<file path="config.mk">
export PLATFORM = sky130hd
export DESIGN_NAME = phy_tx_scheduler
export DESIGN_NICKNAME = d
export VERILOG_FILES = /design/src/rtl/phy_tx_sched_pkg.sv /design/src/rtl/phy_tx_rr_arb.sv /design/src/rtl/phy_tx_scheduler.sv
export SDC_FILE = /design/constraint.sdc
export NUM_CORES = 1
export LEC_CHECK = 0
export ABC_AREA = 0
export CAP_MARGIN = 20
export CORE_UTILIZATION = 39
export DETAILED_ROUTE_END_ITERATION = 8
export GPL_TIMING_DRIVEN = 0
export HOLD_SLACK_MARGIN = 0.03
export PLACE_DENSITY_LB_ADDON = 0.15
export SLEW_MARGIN = 20
export SYNTH_ARGS = -nofsm -noshare
export SYNTH_HDL_FRONTEND = slang
export SYNTH_SLANG_ARGS = --single-unit
</file>
<file path="constraint.sdc">
create_clock -name clk_f -period 2.39 [get_ports clk_f]
set_input_delay 0.3585 -clock clk_f [delete_from_list [all_inputs] [get_ports clk_f]]
set_output_delay 0.3585 -clock clk_f [all_outputs]
set_load 0.01 [all_outputs]
</file>
<file path="src/rtl/phy_tx_sched_pkg.sv">
// Shared types and constants for the PHY_TX word scheduler.
package phy_tx_sched_pkg;

  typedef enum logic [1:0] {
    TRAIN,
    IDLE,
    GRANT0,
    GRANT1
  } sched_state_e;

  localparam logic [31:0] COM_WORD = 32'hBCBC_BCBC;

endpackage

</file>
<file path="src/rtl/phy_tx_rr_arb.sv">
// Two-way round-robin arbiter: a lone request wins outright, a tie goes to the
// requester named by i_ptr. Purely combinational; the pointer lives in the caller.
module phy_tx_rr_arb (
  input  logic [1:0] i_req,
  input  logic       i_ptr,
  output logic [1:0] o_grant
);

  always_comb begin
    // NOTE: default assignment first so every path drives o_grant and no latch is inferred.
    o_grant = i_req;
    if (i_req == 2'b11) begin
      o_grant = i_ptr ? 2'b10 : 2'b01;
    end
  end

endmodule

</file>
<file path="src/rtl/phy_tx_scheduler.sv">
// Shares the PHY_TX word input between two packet sources with round-robin grants.
// Define PHY_TX_SCHED_TRAIN_EN to send NUM_TS COM training words before link-up.
module phy_tx_scheduler
  import phy_tx_sched_pkg::*;
#(
  parameter int unsigned NUM_TS    = 4,
  parameter int unsigned BURST_MAX = 8
) (
  input  logic        clk_f,
  input  logic        reset,
  input  logic [31:0] req_data_0,
  input  logic        req_valid_0,
  input  logic        req_last_0,
  output logic        req_ready_0,
  input  logic [31:0] req_data_1,
  input  logic        req_valid_1,
  input  logic        req_last_1,
  output logic        req_ready_1,
  output logic [31:0] tx_data,
  output logic        tx_valid,
  output logic        link_up
);

  localparam int unsigned        BURST_W    = $clog2(BURST_MAX + 1);
  localparam logic [BURST_W-1:0] BURST_LAST = BURST_W'(BURST_MAX - 1);

  sched_state_e       r_state;
  logic               r_ptr;
  logic [BURST_W-1:0] r_burst_cnt;
  logic [31:0]        r_tx_data;
  logic               r_tx_valid;
  logic               r_link_up;

  logic [1:0]         w_grant;
  logic               w_xfer;
  logic               w_last;
  logic [31:0]        w_data;

`ifdef PHY_TX_SCHED_TRAIN_EN
  localparam int unsigned        TRAIN_W     = $clog2(NUM_TS + 1);
  localparam logic [TRAIN_W-1:0] TRAIN_DONE  = TRAIN_W'(NUM_TS);
  localparam sched_state_e       RESET_STATE = TRAIN;
  logic [TRAIN_W-1:0]            r_train_cnt;
`else
  localparam sched_state_e       RESET_STATE = IDLE;
  logic                          w_unused_num_ts;
  assign w_unused_num_ts = (NUM_TS == 0);
`endif

  phy_tx_rr_arb u_arb (
    .i_req   ({req_valid_1, req_valid_0}),
    .i_ptr   (r_ptr),
    .o_grant (w_grant)
  );

  // Ready is a pure decode of the grant state, so it is low whenever reset holds the FSM out of GRANTx.
  assign req_ready_0 = (r_state == GRANT0);
  assign req_ready_1 = (r_state == GRANT1);
  assign tx_data     = r_tx_data;
  assign tx_valid    = r_tx_valid;
  assign link_up     = r_link_up;

  always_comb begin
    w_xfer = 1'b0;
    w_data = req_data_0;
    w_last = req_last_0;
    if (r_state == GRANT1) begin
      w_xfer = req_valid_1;
      w_data = req_data_1;
      w_last = req_last_1;
    end else if (r_state == GRANT0) begin
      w_xfer = req_valid_0;
    end
  end

  // NOTE: every register here is assigned with <= so all of them update from pre-edge values.
  always_ff @(posedge clk_f or negedge reset) begin
    if (!reset) begin
      r_state     <= RESET_STATE;
      r_ptr       <= 1'b0;
      r_burst_cnt <= '0;
      r_tx_data   <= '0;
      r_tx_valid  <= 1'b0;
      r_link_up   <= 1'b0;
`ifdef PHY_TX_SCHED_TRAIN_EN
      r_train_cnt <= '0;
`endif
    end else begin
`ifndef PHY_TX_SCHED_TRAIN_EN
      r_link_up <= 1'b1;
`endif
      case (r_state)
`ifdef PHY_TX_SCHED_TRAIN_EN
        TRAIN: begin
          if (r_train_cnt == TRAIN_DONE) begin
            r_train_cnt <= '0;
            r_tx_valid  <= 1'b0;
            r_link_up   <= 1'b1;
            r_state     <= IDLE;
          end else begin
            r_train_cnt <= r_train_cnt + TRAIN_W'(1);
            r_tx_data   <= COM_WORD;
            r_tx_valid  <= 1'b1;
          end
        end
`endif
        IDLE: begin
          r_tx_valid <= 1'b0;
          if (w_grant[0]) begin
            r_state <= GRANT0;
          end else if (w_grant[1]) begin
            r_state <= GRANT1;
          end
        end
        GRANT0, GRANT1: begin
          r_tx_valid <= w_xfer;
          if (w_xfer) begin
            r_tx_data <= w_data;
            // A burst cut short keeps no packet state; the rest goes out on the next grant.
            if (w_last || (r_burst_cnt == BURST_LAST)) begin
              r_burst_cnt <= '0;
              r_ptr       <= (r_state == GRANT0);
              r_state     <= IDLE;
            end else begin
              r_burst_cnt <= r_burst_cnt + BURST_W'(1);
            end
          end
        end
        default: begin
          r_tx_valid <= 1'b0;
          r_state    <= IDLE;
        end
      endcase
    end
  end

endmodule
</file>
==> impl_metrics.toml, run 1 <==
[worst_setup_path]
crit-reg2reg-launch = "r_state[0]$_DFFE_PN1P_"
reg2reg_to = "tx_data[22]$_DFFE_PN0P_"
crit_path_start_kind = "flip-flop"
biggest_cell_delay_along_the_critical_path_ns = 0.52
crit_path_max_fanout = 10
critical_path.top_delay_family = "buffers and inverters"
kind_of_end_point_of_the_critical_path = "output port"
crit_path_top_delay_cell = "sky130_fd_sc_hd__dfstp_2"
kind_of_critical_path = "reg -> out"
crit_required_ns = 2.03
cp.buffers_inverters = 4
path_common_cell = "sky130_fd_sc_hd__buf_4"
worst_ep_arrival_time_ns = 1.89
r2r_cells = 5
reg2reg_setup_slack_ns = 0.87
cp_cell_sequence = "buf_4 -> nand2_2 -> buf_4 -> inv_1 -> clkdlybuf4s50_1"

[floorplanning]
placeableCoreArea_sq_um = 4750
die_height_microns = 72.7
placement_rows = 25
die_width_microns = 72.7
top_level_ports = 106
initial_standard_cell_utilization_of_the_core_pct = 41.0
dieArea_sq_um = 5290

[routing]
detail_route.iter0.violations = 42
drtPass1Iterations = 4
avgRoutedWirePerCell_microns = 13.4
final_ant_viol_nets = 0
number_of_vias_after_detailed_routing = 1759
wl_mm = 4.92
vias_per_cell = 4.78
drt_drc_violations_left = 0

[cells_and_area]
fillerInstances = 398
num_antenna_cells = 0
final_layout_size_suffix_gt1_share_pct = 8.64
regArea_sq_um = 1030
area_growth_pct = 63.5
final_area_sq_um = 3190
instances_no_fill = 368
combined_area_of_the_multi_input_logic_cells_sq_um = 840
final_nets = 371

[placement]
place.gp.congestion = 0.740
port-buffer-count = 105
place.detailed.hpwl_mm = 3.95
dp.cells = 360
post_dp_cell_area_sq_um = 3110
dp_slack_ns = 0.430

[clocking]
setup_fix_buffers_added_after_clock_tree_synthesis = 0
post_cts_resize_count = 0
ctsLongestPathBuffers = 2
depth_of_the_cts_h_tree = 2
cts_made_buffers = 5
cts.clk_slew.worst_paths_ns = 0.07
cts-hold-fix-buffers = 0
clock_latency_ns = 0.28
cts.sinks = 41
cts.root.buffer_cell = "sky130_fd_sc_hd__clkbuf_8"
tritoncts_clock_tree = "built"

[min_path]
worst_hold_path_type = "in -> async"

[global_route]
grt_first_pass_wirelength_mm = 7.86
gr_usage_total_pct = 19.5
global_route.overflow_total = 0
grt_pass1_vias = 1746
largest_net_degree_at_the_start_of_global_routing = 25
number_of_antenna_violations_at_the_first_check_in_global_routing = 0

[flow_run]
cap_violations = 0

[logic_synthesis]
yosys.cell_count.top_type = "sky130_fd_sc_hd__dfrtp_1"
synthesis.yosys.warnings = 0
syn_avg_cell_area_sq_um = 10.4
synthDominantAreaCellType = "sky130_fd_sc_hd__dfrtp_1"
synth_seq_area_share_pct = 52.7
synthArstFlopShare_pct = 100
post_synth_inst_count = 187
leading_post_synthesis_cells_by_cell_area = "sky130_fd_sc_hd__dfrtp_1 (51%), sky130_fd_sc_hd__mux2i_1 (16%), sky130_fd_sc_hd__o21ai_0 (9.5%)"
synth.ff_latch_count = 41
synth-edff-count = 0
synth.cell_area_sq_um = 1950
yosysTopAreaCellShare_pct = 51.3
ys.flop_type = "sky130_fd_sc_hd__dfrtp_1"
netlist_top_cells_count = "sky130_fd_sc_hd__dfrtp_1 (40), sky130_fd_sc_hd__nand2_1 (37), sky130_fd_sc_hd__o21ai_0 (37), sky130_fd_sc_hd__mux2i_1 (32)"
synth.distinct_cells = 33
net_count_of_the_mapped_netlist = 258

[power]
p_per_area_nw_per_um2 = 1100
p_leak_uw = 0.00138
worst_voltage_drop_across_the_vdd_grid_uv = 522

[timing]
hold_viol = 0
max_clock_freq_mhz = 444
finalSetupViolations = 0
layout_setup_ws_ns = 0.139
finalClockSkew_ns = 0.00409
worst_slew_pin_slew_ns = 0.575
totalNegativeSetupSlack_ns = 0
min_period_ns = 2.25
maxSlewViolCount = 0
slew-limit-headroom_pct = 61.7
grt_setup_unrepaired = "false"
timing.final.crit_share_pct = 94.2

[run_status]
status = "finished, final reports clean"
-- how the worst max path moves through the flow --
| stage | from | to | cells past startpoint |
|---|---|---|---|
| global placement | reset | tx_data[6]$_DFFE_PN0P_ | 1 |
| detailed placement | r_state[0]$_DFFE_PN1P_ | req_ready_1 | 5 |
| finish | r_state[0]$_DFFE_PN1P_ | req_ready_1 | 5 |
| CTS | r_state[0]$_DFFE_PN1P_ | req_ready_1 | 5 |
| floorplan | r_state[0]$_DFFE_PN1P_ | r_burst_cnt[2]$_DFFE_PN0P_ | 6 |
| global route | r_state[0]$_DFFE_PN1P_ | req_ready_1 | 5 |
-- kinds of logic after synthesis --
logic type,synth area share (%)
adder cells (fa/ha/maj),0.642
flip-flops,52.7
multiplexers,16.4
AND/OR/NAND/NOR,11.9
other,0.192
AO/OA/AOI/OAI,13.9
buffers and inverters,4.24
-- placed cells by master, fill, tap and decap left out, types with 2 or more instances in the layout --
master                            instances
sky130_fd_sc_hd__clkdlybuf4s50_1        104
sky130_fd_sc_hd__dfrtp_1                 40
sky130_fd_sc_hd__nand2_1                 37
sky130_fd_sc_hd__o21ai_0                 37
sky130_fd_sc_hd__mux2i_1                 32
sky130_fd_sc_hd__buf_2                    5
sky130_fd_sc_hd__clkbuf_8                 5
sky130_fd_sc_hd__buf_4                    4
sky130_fd_sc_hd__nand3_1                  4
sky130_fd_sc_hd__clkbuf_1                 3
sky130_fd_sc_hd__nor2b_1                  2
sky130_fd_sc_hd__clkbuf_2                 2
sky130_fd_sc_hd__clkbuf_4                 2
-- through the flow --
step	power [uW]	utilization [%]	hold WS, ns
global route	3780	67.0	0.104
floorplan	2190	-	0.0629
global placement	3080	64.9	0.461
CTS	3560	67.0	0.0792
detailed placement	3130	65.3	0.395
finish	3520	67.0	0.0607
-- layer usage --
layer	track usage (%)	part of all wire, %	vias to the layer above
met3	4.14	4.9	5
met4	6.97	0.98	0
li1	-	-	878
met5	0	0	-
met1	23.5	44	828
met2	34.2	50	48
-- power by group --
| part | internal [uW] | switching (uW) |
|---|---|---|
| Combinational | 1020 | 885 |
| Sequential | 1020 | 163 |
| Clock | 208 | 221 |
| Total | 2250 | 1270 |
-- flip-flops by register name (all words and copies together) (netlist names) --
| register | count |
|---|---|
| tx_data | 32 |
| link_up | 1 |
| r_burst_cnt | 4 |
| r_ptr | 1 |
| r_state | 2 |
| tx_valid | 1 |
-- worst register-to-register path, stage by stage, from the launching register on --
cell	delay (ns)
sky130_fd_sc_hd__dfstp_2	0.52
sky130_fd_sc_hd__buf_4	0.15
sky130_fd_sc_hd__nand2_2	0.14
sky130_fd_sc_hd__clkbuf_4	0.26
sky130_fd_sc_hd__mux2i_1	0.23
sky130_fd_sc_hd__o21ai_0	0.11
-- cell type report --
class                      count  area share, %
tap                           67           2.63
multi-input combinational    132           26.3
timing repair buffer         106           33.7
buffer                        12           2.36
inverter                       2          0.236
sequential                    41           32.2
clock buffer                   8           2.51
No activity file was read; power rests on OpenSTA's default activity.
==> inputs of run 2 (changes only) <==
Settings changed: GPL_TIMING_DRIVEN 0 to not set.
==> impl_metrics.toml, run 2 (synthesized netlist as in run 1, its figures left out) <==
[run_status]
status = "finished, final reports clean"

[global_route]
number_of_antenna_violations_at_the_first_check_in_global_routing = 0
grt_first_pass_wirelength_mm = 7.57
grt_pass1_vias = 1579
global_route.overflow_total = 0
largest_net_degree_at_the_start_of_global_routing = 42
gr_usage_total_pct = 18.9

[routing]
number_of_vias_after_detailed_routing = 1673
drt_drc_violations_left = 0
drtPass1Iterations = 4
avgRoutedWirePerCell_microns = 13.0
wl_mm = 4.65
detail_route.iter0.violations = 61
final_ant_viol_nets = 0
vias_per_cell = 4.67

[power]
share_seq_of_total_power_pct = 33.9
p_per_area_nw_per_um2 = 1140
net_switching_uw = 1240
p_leak_uw = 0.00136
power.switching_fraction_pct = 34.7
total_power_uw = 3590
power.share.clock_pct = 15.8
worst_voltage_drop_across_the_vdd_grid_uv = 637
internal-power_uw = 2340
p_comb_share_pct = 50.3

[clocking]
tritoncts_clock_tree = "built"
post_cts_resize_count = 0
cts.clk_slew.worst_paths_ns = 0.08
cts.root.buffer_cell = "sky130_fd_sc_hd__clkbuf_8"
depth_of_the_cts_h_tree = 2
cts_made_buffers = 5
ctsLongestPathBuffers = 2
clock_latency_ns = 0.29
cts.sinks = 41
setup_fix_buffers_added_after_clock_tree_synthesis = 0
cts-hold-fix-buffers = 0

[worst_setup_path]
crit_required_ns = 2.03
worst_ep_arrival_time_ns = 1.62
reg2reg_to = "tx_data[13]$_DFFE_PN0P_"
crit_path_max_fanout = 9
reg2reg_setup_slack_ns = 0.67
kind_of_critical_path = "reg -> out"
r2r_cells = 4
kind_of_end_point_of_the_critical_path = "output port"
crit-reg2reg-launch = "r_state[0]$_DFFE_PN1P_"
crit_path_start_kind = "flip-flop"

[cells_and_area]
regArea_sq_um = 1030
final_area_sq_um = 3160
final_layout_size_suffix_gt1_share_pct = 6.19
commonest_cells_after_routing_fill_and_taps_aside = "sky130_fd_sc_hd__clkdlybuf4s50_1 (104), sky130_fd_sc_hd__dfrtp_1 (40), sky130_fd_sc_hd__nand2_1 (37), sky130_fd_sc_hd__o21ai_0 (37), sky130_fd_sc_hd__mux2i_1 (32)"
largest_register_ffs = 32
final_nets = 361
num_antenna_cells = 0
mostFrequentLayoutCell = "sky130_fd_sc_hd__clkdlybuf4s50_1"
area_growth_pct = 61.9
combined_area_of_the_multi_input_logic_cells_sq_um = 840
fillerInstances = 404

[floorplanning]
die_width_microns = 72.7
top_level_ports = 106
placement_rows = 25
dieArea_sq_um = 5290
die_height_microns = 72.7
initial_standard_cell_utilization_of_the_core_pct = 41.0
placeableCoreArea_sq_um = 4750

[min_path]
worst_hold_path_type = "in -> async"

[timing]
maxSlewViolCount = 0
timing.final.crit_share_pct = 82.9
slew-limit-headroom_pct = 41.7
grt_setup_unrepaired = "false"
min_period_ns = 1.98
finalSetupViolations = 0
totalNegativeSetupSlack_ns = 0
max_clock_freq_mhz = 505
finalClockSkew_ns = 0.00805
hold_viol = 0
worst_slew_pin_slew_ns = 0.874

[placement]
post_dp_cell_area_sq_um = 3040
place.gp.congestion = 0.754
port-buffer-count = 105
place.detailed.hpwl_mm = 3.59

[flow_run]
cap_violations = 0
-- run 2: cell count changes in the layout (fill, tap and decap cells not counted), sizes merged --
cell and delta:
buf -6, clkbuf -5, bufinv +1
-- run 2: area by class of cell --
class	count	area share [%]
well taps	67	2.66
flip-flops and latches	41	32.6
clock inverters	1	0.952
repair buffers	108	34.3
multi-input cells	132	26.6
inverters	2	0.238
clock buffers	7	2.74
-- run 2: worst max-delay path by stage --
| stage | start | to | slack (ns) | cells after the start |
|---|---|---|---|---|
| CTS | r_state[0]$_DFFE_PN1P_ | req_ready_1 | 0.39 | 3 |
| global route | r_state[1]$_DFFE_PN0P_ | req_ready_0 | 0.32 | 2 |
| floorplan | r_state[0]$_DFFE_PN1P_ | r_burst_cnt[2]$_DFFE_PN0P_ | 0.99 | 6 |
| detailed placement | req_valid_1 | tx_data[18]$_DFFE_PN0P_ | 0.37 | 5 |
| global placement | req_valid_1 | tx_data[15]$_DFFE_PN0P_ | 0.44 | 5 |
| finish | r_state[0]$_DFFE_PN1P_ | req_ready_1 | 0.41 | 3 |
-- run 2: power by group through the flow --
| stage | Combinational [uW] | Sequential [uW] | Clock [uW] |
|---|---|---|---|
| final | 1800 | 1220 | 568 |
| after global routing | 1980 | 1260 | 610 |
| after CTS | 1830 | 1220 | 580 |
| after detailed placement | 1830 | 1230 | 0 |
| after global placement | 1800 | 1220 | 0 |
| after floorplan | 866 | 1320 | 0 |
-- run 2: critical path, stage by stage, from the launching register on --
cell and delay, ns:
sky130_fd_sc_hd__dfstp_2 0.64, sky130_fd_sc_hd__nand2_2 0.09, sky130_fd_sc_hd__inv_1 0.07, sky130_fd_sc_hd__clkdlybuf4s50_1 0.54
-- run 2: through the flow --
step	std cells	setup WS, ns	utilization [%]	hold WS, ns
floorplan	187	0.991	-	0.0629
global placement	350	0.440	63.9	0.460
detailed placement	350	0.374	63.9	0.469
CTS	358	0.393	66.4	0.214
global route	358	0.323	66.4	0.255
finish	358	0.409	66.4	0.183
-- run 2: layer usage --
metal	share of wire [%]	GRT usage (%)	up-vias
met5	0	0	-
met4	0.99	5.66	0
met3	5.9	5.25	5
met2	48	30.4	53
met1	45	25.1	763
li1	-	-	852
